$ cat src/rtl/fifo_pkg.sv
// Shared definitions for the programmable FIFO family.
// Read-mode encodings and counter width helper.
package fifo_pkg;

    localparam int FIFO_MODE_STD  = 0;
    localparam int FIFO_MODE_FWFT = 1;

    function automatic int cnt_w(input int depth);
        return $clog2(depth) + 1;
    endfunction

endpackage

$ cat src/rtl/fifo_ram.sv
// FIFO storage: one synchronous write port, one asynchronous read port.
// Contents are not reset.
module fifo_ram #(
    parameter int DATA_WIDTH = 32,
    parameter int DEPTH      = 16,
    parameter int AW         = $clog2(DEPTH)
) (
    input  logic                  clk,
    input  logic                  we,
    input  logic [AW-1:0]         waddr,
    input  logic [DATA_WIDTH-1:0] wdata,
    input  logic [AW-1:0]         raddr,
    output logic [DATA_WIDTH-1:0] rdata
);

    logic [DATA_WIDTH-1:0] mem [DEPTH];

    always_ff @(posedge clk) begin
        if (we) begin
            mem[waddr] <= wdata;
        end
    end

    assign rdata = mem[raddr];

endmodule

$ cat src/rtl/prog_fifo.sv
// Single-clock FIFO with standard or first-word-fall-through reads,
// static almost-full/almost-empty thresholds, flush and sticky error flags.
module prog_fifo
    import fifo_pkg::*;
#(
    parameter int DATA_WIDTH = 32,
    parameter int DEPTH      = 16,
    parameter int FWFT       = FIFO_MODE_STD,
    parameter int AF_THRESH  = DEPTH - 2,
    parameter int AE_THRESH  = 2
) (
    input  logic                     clk,
    input  logic                     rst,
    input  logic                     flush,
    input  logic [DATA_WIDTH-1:0]    din,
    input  logic                     wr_en,
    input  logic                     rd_en,
    output logic [DATA_WIDTH-1:0]    dout,
    output logic                     rd_valid,
    output logic                     empty,
    output logic                     full,
    output logic                     almost_empty,
    output logic                     almost_full,
    output logic [cnt_w(DEPTH)-1:0]  count,
    output logic                     overflow,
    output logic                     underflow
);

    localparam int AW = $clog2(DEPTH);
    localparam int CW = cnt_w(DEPTH);
    localparam logic [CW-1:0] FULL_C = CW'(DEPTH);
    localparam logic [CW-1:0] AF_C   = CW'(AF_THRESH);
    localparam logic [CW-1:0] AE_C   = CW'(AE_THRESH);

    if (DEPTH < 2 || (DEPTH & (DEPTH - 1)) != 0) begin : g_bad_depth
        $error("prog_fifo: DEPTH must be a power of two >= 2");
    end
    if (AF_THRESH < 1 || AF_THRESH > DEPTH) begin : g_bad_af
        $error("prog_fifo: AF_THRESH out of range");
    end
    if (AE_THRESH < 0 || AE_THRESH > DEPTH - 1) begin : g_bad_ae
        $error("prog_fifo: AE_THRESH out of range");
    end
    if (FWFT != FIFO_MODE_STD && FWFT != FIFO_MODE_FWFT) begin : g_bad_mode
        $error("prog_fifo: FWFT must be 0 or 1");
    end

    logic [AW-1:0]         wr_ptr;
    logic [AW-1:0]         rd_ptr;
    logic [DATA_WIDTH-1:0] ram_rdata;
    logic                  wr_acc;
    logic                  rd_acc;

    // Flush wins over both requests in the same cycle.
    assign wr_acc = wr_en & ~full & ~flush;
    assign rd_acc = rd_en & ~empty & ~flush;

    assign empty        = (count == '0);
    assign full         = (count == FULL_C);
    assign almost_empty = (count <= AE_C);
    assign almost_full  = (count >= AF_C);

    fifo_ram #(
        .DATA_WIDTH(DATA_WIDTH),
        .DEPTH     (DEPTH),
        .AW        (AW)
    ) u_ram (
        .clk  (clk),
        .we   (wr_acc),
        .waddr(wr_ptr),
        .wdata(din),
        .raddr(rd_ptr),
        .rdata(ram_rdata)
    );

    always_ff @(posedge clk or posedge rst) begin
        if (rst) begin
            wr_ptr    <= '0;
            rd_ptr    <= '0;
            count     <= '0;
            overflow  <= 1'b0;
            underflow <= 1'b0;
        end else if (flush) begin
            wr_ptr    <= '0;
            rd_ptr    <= '0;
            count     <= '0;
            overflow  <= 1'b0;
            underflow <= 1'b0;
        end else begin
            if (wr_acc) wr_ptr <= wr_ptr + AW'(1);
            if (rd_acc) rd_ptr <= rd_ptr + AW'(1);
            unique case ({wr_acc, rd_acc})
                2'b10:   count <= count + CW'(1);
                2'b01:   count <= count - CW'(1);
                default: count <= count;
            endcase
            if (wr_en & full)  overflow  <= 1'b1;
            if (rd_en & empty) underflow <= 1'b1;
        end
    end

    if (FWFT == FIFO_MODE_FWFT) begin : g_fwft
        assign dout     = empty ? '0 : ram_rdata;
        assign rd_valid = ~empty;
    end else begin : g_std
        always_ff @(posedge clk or posedge rst) begin
            if (rst) begin
                dout     <= '0;
                rd_valid <= 1'b0;
            end else if (flush) begin
                dout     <= '0;
                rd_valid <= 1'b0;
            end else begin
                rd_valid <= rd_acc;
                if (rd_acc) dout <= ram_rdata;
            end
        end
    end

endmodule

$ cat config.mk
export PLATFORM = sky130hd
export DESIGN_NAME = prog_fifo
export DESIGN_NICKNAME = d
export VERILOG_FILES = /design/src/rtl/fifo_pkg.sv /design/src/rtl/fifo_ram.sv /design/src/rtl/prog_fifo.sv
export SDC_FILE = /design/constraint.sdc
export NUM_CORES = 1
export LEC_CHECK = 0
export CAP_MARGIN = 10
export CORE_MARGIN = 2
export CORE_UTILIZATION = 60
export DETAILED_ROUTE_END_ITERATION = 12
export MAX_ROUTING_LAYER = met4
export PLACE_DENSITY = 0.75
export SLEW_MARGIN = 20
export SYNTH_ARGS = -nofsm -noshare
export SYNTH_HDL_FRONTEND = slang
export SYNTH_SLANG_ARGS = --single-unit
$ cat constraint.sdc
create_clock -name clk -period 5.4 [get_ports clk]
set_input_delay 1.08 -clock clk [delete_from_list [all_inputs] [get_ports clk]]
set_output_delay 1.08 -clock clk [all_outputs]
set_load 0.005 [all_outputs]
# Word level (Yosys, flattened, before mapping)

Memories as Yosys holds them, arrays and structs flattened.
Cells that the tools add are included.

Memory bits (writable): 512
Bits in registers: 48
Output and inout bits: 44
Memories kept: 1
Input port bits: 37

Memory list:

| name      | words | bits a word | rd ports | clocked after memory_dff | wr ports | RTL line       | text |
|---|---|---|---|---|---|---|---|
| u_ram.mem | 16    | 32          | 1        | 0                        | 1        | fifo_ram.sv:16 | `logic [DATA_WIDTH-1:0] mem [DEPTH];` |

$lt $le $gt $ge: 2
Reduce and logical (&&, ||, !) cells: 6
Bitwise gates (word level): 9
Eq/ne operators: 3
Multiplexer cells: 15
Add/subtract/negate cells: 4

Operators with widths:

| cell                                                                             | count |
|---|---|
| 32-bit 2-to-1 mux                                                                | 2 |
| 4-bit 2-to-1 mux                                                                 | 4 |
| 5-bit one-hot mux with 2 select lines                                            | 1 |
| 4-bit by 1-bit adder with 4-bit output, second input constant                    | 2 |
| 2-bit nonzero test                                                               | 4 |
| 1-bit 2-to-1 mux                                                                 | 7 |
| 1-bit bitwise AND                                                                | 6 |
| 5-bit by 1-bit adder with 5-bit output, second input constant                    | 1 |
| 5-bit == test, second input constant                                             | 1 |
| 5-bit by 4-bit >= comparator with 1-bit output, second input constant            | 1 |
| 5-bit by 2-bit less-or-equal comparator with 1-bit output, second input constant | 1 |
| 5-bit logical NOT                                                                | 1 |
| 5-bit 2-to-1 mux                                                                 | 1 |
| 5-bit by 1-bit subtractor with 5-bit output, second input constant               | 1 |
| 1-bit inverter                                                                   | 3 |
| 3-bit nonzero test                                                               | 1 |
| 2-bit by 1-bit == test with 1-bit output, second input constant                  | 1 |
| 2-bit == test, second input constant                                             | 1 |

# Longest topological paths before layout

Gate-level depths: netlist of run 1.

Depth after elaboration: 7
Gate-level depth with buffers: 11

# Modules after synthesis

Synthesis of run 1 repeated with hierarchy kept, for this count alone.

Cell total of the unflattened synthesis: 1048
Area, all modules: 21448.1 um2

By module, submodules not included:

| module    | cells an instance | area each (um2) | times used | seq. area each (um2) |
|---|---|---|---|---|
| fifo_ram  | 806               | 19213.4         | 1          | 15374.7 |
| prog_fifo | 242               | 2234.6          | 1          | 1201.2 |

# Worst setup path before layout of run 1

Ideal clock, no wire load.

Path type: input-to-reg
Start point: in wr_en
End point: mem u_ram.mem[3][0], enable pin
Path slack: -0.276 ns
Stages on the path: 4
Data required time: 4.898 ns
Arrival: 5.175 ns
Path through: clkbuf_1 > a21boi_1 > nand2_1 > nor4_1

Cells in the longest elaborated chain, start to end: 4

RTL lines:

| element                                | RTL line        | text |
|---|---|---|
| from (decl)                            | prog_fifo.sv:16 | `input logic wr_en,` |
| 1-bit bitwise AND (2 in a row)         | prog_fifo.sv:55 | `assign wr_acc = wr_en & ~full & ~flush;` |
| 1-bit 2-to-1 mux                       | fifo_ram.sv:19  | `if (we) begin` |
| 1-bit 2-to-1 mux (implied by the code) | fifo_ram.sv:20  | `mem[waddr] <= wdata;` |
| to (decl)                              | fifo_ram.sv:16  |  |

No other way between the ends.

# Worst setup path in the final report of run 1

Start point: reg count[1]
End point: out empty

Cells in the longest elaborated chain, start to end: 1

RTL lines:

| element                | RTL line        | text |
|---|---|---|
| from (decl)            | prog_fifo.sv:24 | `output logic [cnt_w(DEPTH)-1:0] count,` |
| from (signal assigned) | prog_fifo.sv:93 | `2'b10: count <= count + CW'(1);` |
| from (signal assigned) | prog_fifo.sv:94 | `2'b01: count <= count - CW'(1);` |
| from (signal assigned) | prog_fifo.sv:95 | `default: count <= count;` |
| 5-bit logical NOT      | prog_fifo.sv:58 | `assign empty = (count == '0);` |
| to (decl)              | prog_fifo.sv:20 | `output logic empty,` |

No other way between the ends.

==> flow_summary_export.csv, run 1 <==
group,metric,value,unit
pwr,power.density,436,nW/µm²
final_layout,syn_to_final_growth,14.9,%
logic_synthesis,syn_inst,988,
logic_synthesis,synth_enable_flop_cells,512,
pwr,power_switching,0.00269,W
detailed_routing,drtPass1Iterations,5,
grt,grt_usage,25.2,%
sta,relSlewSlack,28.1,%
sta,tightest_slew,1.08,ns
die,coreArea,35500,µm²
die,boundaryPins,81,
sta,hold_violations,0,
die,rows,69,
clocking,root_buffer,"clkbuf_16",
worst_hold_path,hp-class,"flop to flop",
worst_setup_path,crit_type,"flop to output pin",
detailed_routing,drt_wl_total,44400,µm
sta,min_period_over_period,66.6,%
worst_setup_path,r2r_slack,2.41,ns
worst_setup_path,reg2reg_to,"dout[17]$_DFFE_PP0P_",
logic_synthesis,ys_ff_latch,560,
sta,rsz0062_at_grt,"no",
pwr,pwr-share-seq,47.3,%
detailed_routing,wl_per_cell,27.6,µm
worst_hold_path,hp-start,"underflow$_DFFE_PP0P_",
grt,grt.overflow.total,0,
die,initial_utilization,60.9,%
clocking,cts_sinks,560,
worst_hold_path,min_path_cells,2,
placement,portBuffers,80,
detailed_routing,via_per_inst,6.38,
detailed_routing,drtAntennaViolNets,0,
logic_synthesis,ys.warnings.count,0,
grt,grt_pass1_wl,67900,µm
outcome,status,"finished clean",
clocking,post_cts_buffers,0,
worst_setup_path,worstPathArrival,2.52,ns
logic_synthesis,synthesis.area,21600,µm²
final_layout,final_cell_mix,"edfxtp_1, mux4_2, nand2_1",
sta,whs,0.491,ns
logic_synthesis,synth_cell_types,40,
job,drv_cap,0,
worst_setup_path,reg2reg_depth,5,
clocking,cts_buffer_depth,3,
worst_setup_path,timing.rr.start,"rd_ptr[0]$_DFFE_PP0P_",
clocking,cts_tree,"done",
final_layout,nNetsFinal,1143,
pwr,vdd_drop_max,0.572,mV
final_layout,final_common_cell,"edfxtp_1",
pwr,switching_share,24.8,%
pwr,leakagePower,7.83,nW
pwr,p_comb_share,19.0,%
die,die_area,37500,µm²
worst_setup_path,crit_fanout,11,
pwr,internal-power,0.00813,W
worst_setup_path,cp-start-kind,"flop",
clocking,htree_num_levels,2,
final_layout,drive_gt1_share,26.1,%
detailed_routing,vias,10247,
logic_synthesis,async_flop_share,8.57,%
clocking,ctsResizeCount,0,
grt,grt_pass1_vias,10567,
sta,setup_tns,0,ns
grt,grt_antenna_before_repair,1,
logic_synthesis,yosysTopAreaCell,"edfxtp_1",
clocking,cts_buffers,53,
sta,slew_viol_final,0,
sta,layout_min_cycle_time,3.60,ns
sta,setup_violations,0,
worst_hold_path,min_to,"underflow$_DFFE_PP0P_",
logic_synthesis,synthesis.nets,1032,
grt,grt_max_degree,54,
logic_synthesis,synth_area_leaders,"edfxtp_1, mux4_2, dfrtp_1, nand2_1, a21oi_1",
placement,gp_congestion,0.786,
clocking,clkLatencyLatePin,0.58,ns
die,die-width,194,µm
placement,hpwlAfterDp,24600,µm
sta,clock.fmax,278,MHz
logic_synthesis,synth_top_area_share,71.2,%
sta,fin_skew,0.0124,ns
die,die_h,194,µm
logic_synthesis,synth_ff_type,"edfxtp_1",
clocking,clk_pin_slew,0.06,ns
worst_setup_path,worstPathRequired,4.32,ns
pwr,clockPowerShare,33.7,%
logic_synthesis,ys_seq_area_share,76.8,%
detailed_routing,drc,0,
clocking,cts_hold_buf,0,
worst_setup_path,startpoint,"count[1]$_DFFE_PP0P_",
detailed_routing,drt_iter0_drc,1008,
worst_setup_path,end_kind,"output pin",
logic_synthesis,avgSynthCellArea,21.9,µm²
critical path, stage by stage, from the launching register on:
cell and delay [ns]:
dfrtp_1 0.50, or4_1 0.67, nor2_2 0.23, clkdlybuf4s50_1 0.54
metal layers:
metal | routed length (µm) | GRT usage [%] | vias to the layer above
li1 | - | - | 4303
met1 | 17900 | 35.6 | 5448
met2 | 22500 | 39.6 | 411
met3 | 2880 | 3.62 | 85
met4 | 1070 | 6.98 | 0
met5 | 0 | - | -
Yosys cell counts (all sizes together) (5+ instances only):
library cell  number
edfxtp           512
inv                5
ha                 7
buf               36
xor2               8
nor3               8
a21oi             38
nand2             80
dfrtp             48
nor2              27
mux4             160
clkbuf            22
how the worst max path moves through the flow:
| stage | end | slack, ns | depth (start not counted) |
|---|---|---|---|
| 2_1_floorplan | u_ram.mem[7][0]$_DFFE_PP_ | 0.56 | 4 |
| 3_3_place_gp | u_ram.mem[14][7]$_DFFE_PP_ | 1.67 | 5 |
| 3_5_place_dp | u_ram.mem[4][5]$_DFFE_PP_ | 1.63 | 6 |
| 4_1_cts | empty | 1.78 | 3 |
| 5_1_grt | empty | 1.70 | 3 |
| 6_report | empty | 1.80 | 3 |
power by group through the flow:
stage / registers, W / logic, W / clock network [W]
after floorplan: 0.00505 / 0.00159 / 0
after global placement: 0.00521 / 0.00206 / 0
after detailed placement: 0.00522 / 0.00207 / 0
after CTS: 0.00513 / 0.00209 / 0.00370
after global routing: 0.00515 / 0.00221 / 0.00387
final: 0.00511 / 0.00206 / 0.00365
state kept, by name, indices dropped and copies added (netlist names):
name / flops
count: 5
dout: 32
overflow: 1
rd_ptr: 4
rd_valid: 1
u_ram.mem: 512
underflow: 1
wr_ptr: 4
cell families after synthesis:
group	Yosys count	share of synthesized area, %
AOI/OAI and AO/OA	52	1.38
adders and majority gates	7	0.406
and+or+nand+nor	131	2.57
xor gates and xnor gates	10	0.406
DFF	560	76.8
buffers and inverters	63	1.56
muxes	165	16.9
per-stage QoR:
stage                     utilization [%]  total power (W)  setup slack (ns)  instance area, µm²  instances
final                                69.9           0.0108              1.80               24800       1606
after global routing                 69.9           0.0112              1.70               24800       1606
after CTS                            69.9           0.0109              1.78               24800       1605
after detailed placement             65.1          0.00729              1.63               23100       1505
after global placement               65.1          0.00726              1.67               23100       1505
after floorplan                         -          0.00663             0.560               21600        988
layout make-up:
cell class / instances / area [µm²]
flip-flops and latches: 560 / 16600
fillers: 2114 / 10700
multi-input cells: 365 / 4810
clock buffers: 76 / 1480
repair buffers: 114 / 1100
well taps: 461 / 577
clock inverters: 24 / 234
inverters: 5 / 18.8
diodes: 1 / 2.50
Note: power is estimated with default switching activity, not from simulation.
==> run 2, diff against run 1 <==
- clock period: 5.4 -> 3.45 ns (I/O delays scaled with it)
==> flow_summary_export.csv, run 2 (synthesis results as in run 1) <==
group,metric,value,unit
outcome,status,"finished clean",
sta,clock.fmax,311,MHz
worst_setup_path,r2r_slack,0.72,ns
die,rows,69,
worst_setup_path,crit_type,"flop to output pin",
final_layout,diodes,0,
grt,grt_pass1_wl,69400,µm
final_layout,syn_to_final_growth,16.9,%
final_layout,regArea,16600,µm²
sta,setup_violations,0,
sta,min_period_over_period,93.3,%
worst_setup_path,cp-start-kind,"flop",
worst_setup_path,reg2reg_depth,10,
worst_setup_path,reg2reg_to,"count[4]$_DFFE_PP0P_",
clocking,clk_pin_slew,0.07,ns
final_layout,nNetsFinal,1160,
pwr,power.density,698,nW/µm²
sta,setup_tns,0,ns
final_layout,largest_reg_flops,512,
detailed_routing,drt_wl_total,46300,µm
sta,tightest_slew,1.13,ns
detailed_routing,drc,0,
worst_setup_path,end_kind,"output pin",
clocking,cts_tree,"done",
final_layout,final_cell_mix,"edfxtp_1, mux4_2, nand2_1",
grt,grt.overflow.total,0,
placement,pre_cts_slack,0.366,ns
clocking,htree_num_levels,2,
placement,placed_area,23300,µm²
final_layout,top_regs,"u_ram.mem x512, dout x32, count x5",
sta,hold_violations,0,
worst_setup_path,worstPathRequired,2.76,ns
worst_setup_path,worstPathArrival,2.53,ns
clocking,cts_sinks,560,
job,drv_cap,0,
sta,rsz0062_at_grt,"no",
die,die-width,194,µm
grt,grt_usage,26.2,%
clocking,ctsResizeCount,0,
clocking,cts_buffers,54,
worst_setup_path,timing.rr.start,"count[1]$_DFFE_PP0P_",
pwr,leakagePower,8.03,nW
grt,grt_antenna_before_repair,0,
worst_hold_path,hp-class,"input pin to async pin",
detailed_routing,wl_per_cell,28.5,µm
die,boundaryPins,81,
clocking,root_buffer,"clkbuf_16",
sta,relSlewSlack,24.7,%
die,die_area,37500,µm²
final_layout,multi_input_area,4820,µm²
grt,grt_max_degree,54,
die,initial_utilization,60.9,%
placement,hpwlAfterDp,25100,µm
final_layout,final_core_util,71.1,%
detailed_routing,drt_iter0_drc,1137,
clocking,post_cts_buffers,0,
placement,portBuffers,80,
clocking,cts_hold_buf,0,
pwr,vdd_drop_max,0.771,mV
final_layout,drive_gt1_share,28.3,%
detailed_routing,vias,10513,
sta,slew_viol_final,0,
detailed_routing,drtAntennaViolNets,0,
sta,layout_min_cycle_time,3.22,ns
final_layout,fill_cells,2004,
die,die_h,194,µm
die,coreArea,35500,µm²
clocking,cts_buffer_depth,3,
grt,grt_pass1_vias,10857,
detailed_routing,drtPass1Iterations,5,
worst_setup_path,crit_fanout,11,
clocking,clkLatencyLatePin,0.59,ns
final_layout,final_cell_area,25200,µm²
placement,gp_congestion,0.792,
final_layout,regMostFlops,"u_ram.mem",
sta,fin_skew,0.0160,ns
sta,timing.final.ws_setup,0.232,ns
final_layout,final_common_cell,"edfxtp_1",
detailed_routing,via_per_inst,6.48,
==> run 2: area by class of cell <==
| class | instances | area share (%) |
|---|---|---|
| timing repair buffer | 130 | 5.24 |
| clock buffer | 68 | 6.05 |
| tap | 461 | 2.29 |
| clock inverter | 34 | 1.52 |
| multi-input combinational | 365 | 19.1 |
| sequential | 560 | 65.7 |
| inverter | 5 | 0.0744 |
==> run 2: worst max path at each step <==
stage | to | slack [ns] | startpoint | cells after the start
CTS | empty | 0.21 | count[1]$_DFFE_PP0P_ | 3
floorplan | u_ram.mem[0][0]$_DFFE_PP_ | -0.36 | wr_en | 3
finish | empty | 0.23 | count[1]$_DFFE_PP0P_ | 3
detailed placement | count[4]$_DFFE_PP0P_ | 0.37 | rd_en | 11
global placement | count[4]$_DFFE_PP0P_ | 0.40 | rd_en | 11
global route | empty | 0.12 | count[1]$_DFFE_PP0P_ | 3
==> run 2: critical path, cell delays in order (launching register included) <==
cell and delay [ns]:
dfrtp_1 0.50, or4_1 0.67, nor2_2 0.22, clkdlybuf4s50_1 0.54
==> run 2: metrics by stage <==
stage	hold WS, ns	power [W]	cells
5_1_grt	0.473	0.0182	1623
3_5_place_dp	0.496	0.0115	1521
4_1_cts	0.431	0.0177	1623
3_3_place_gp	0.486	0.0114	1521
6_report	0.449	0.0176	1623
2_1_floorplan	0.486	0.0104	988
==> run 2: where the power goes <==
part / internal, W / switching, W
logic: 0.00187 / 0.00160
registers: 0.00765 / 0.000269
clock network: 0.00374 / 0.00249
==> run 2: routing by layer <==
metal | GRT usage, % | part of all wire, %
met1 | 36.4 | 40
met2 | 41.5 | 51
met3 | 4.44 | 7.4
met4 | 7.18 | 1.9
met5 | - | 0
==> run 3, diff against run 2 <==
- SLEW_MARGIN: 20 -> default
==> results of run 3 <==
No change in the layout: final DEF, timing and power equal those of run 2.
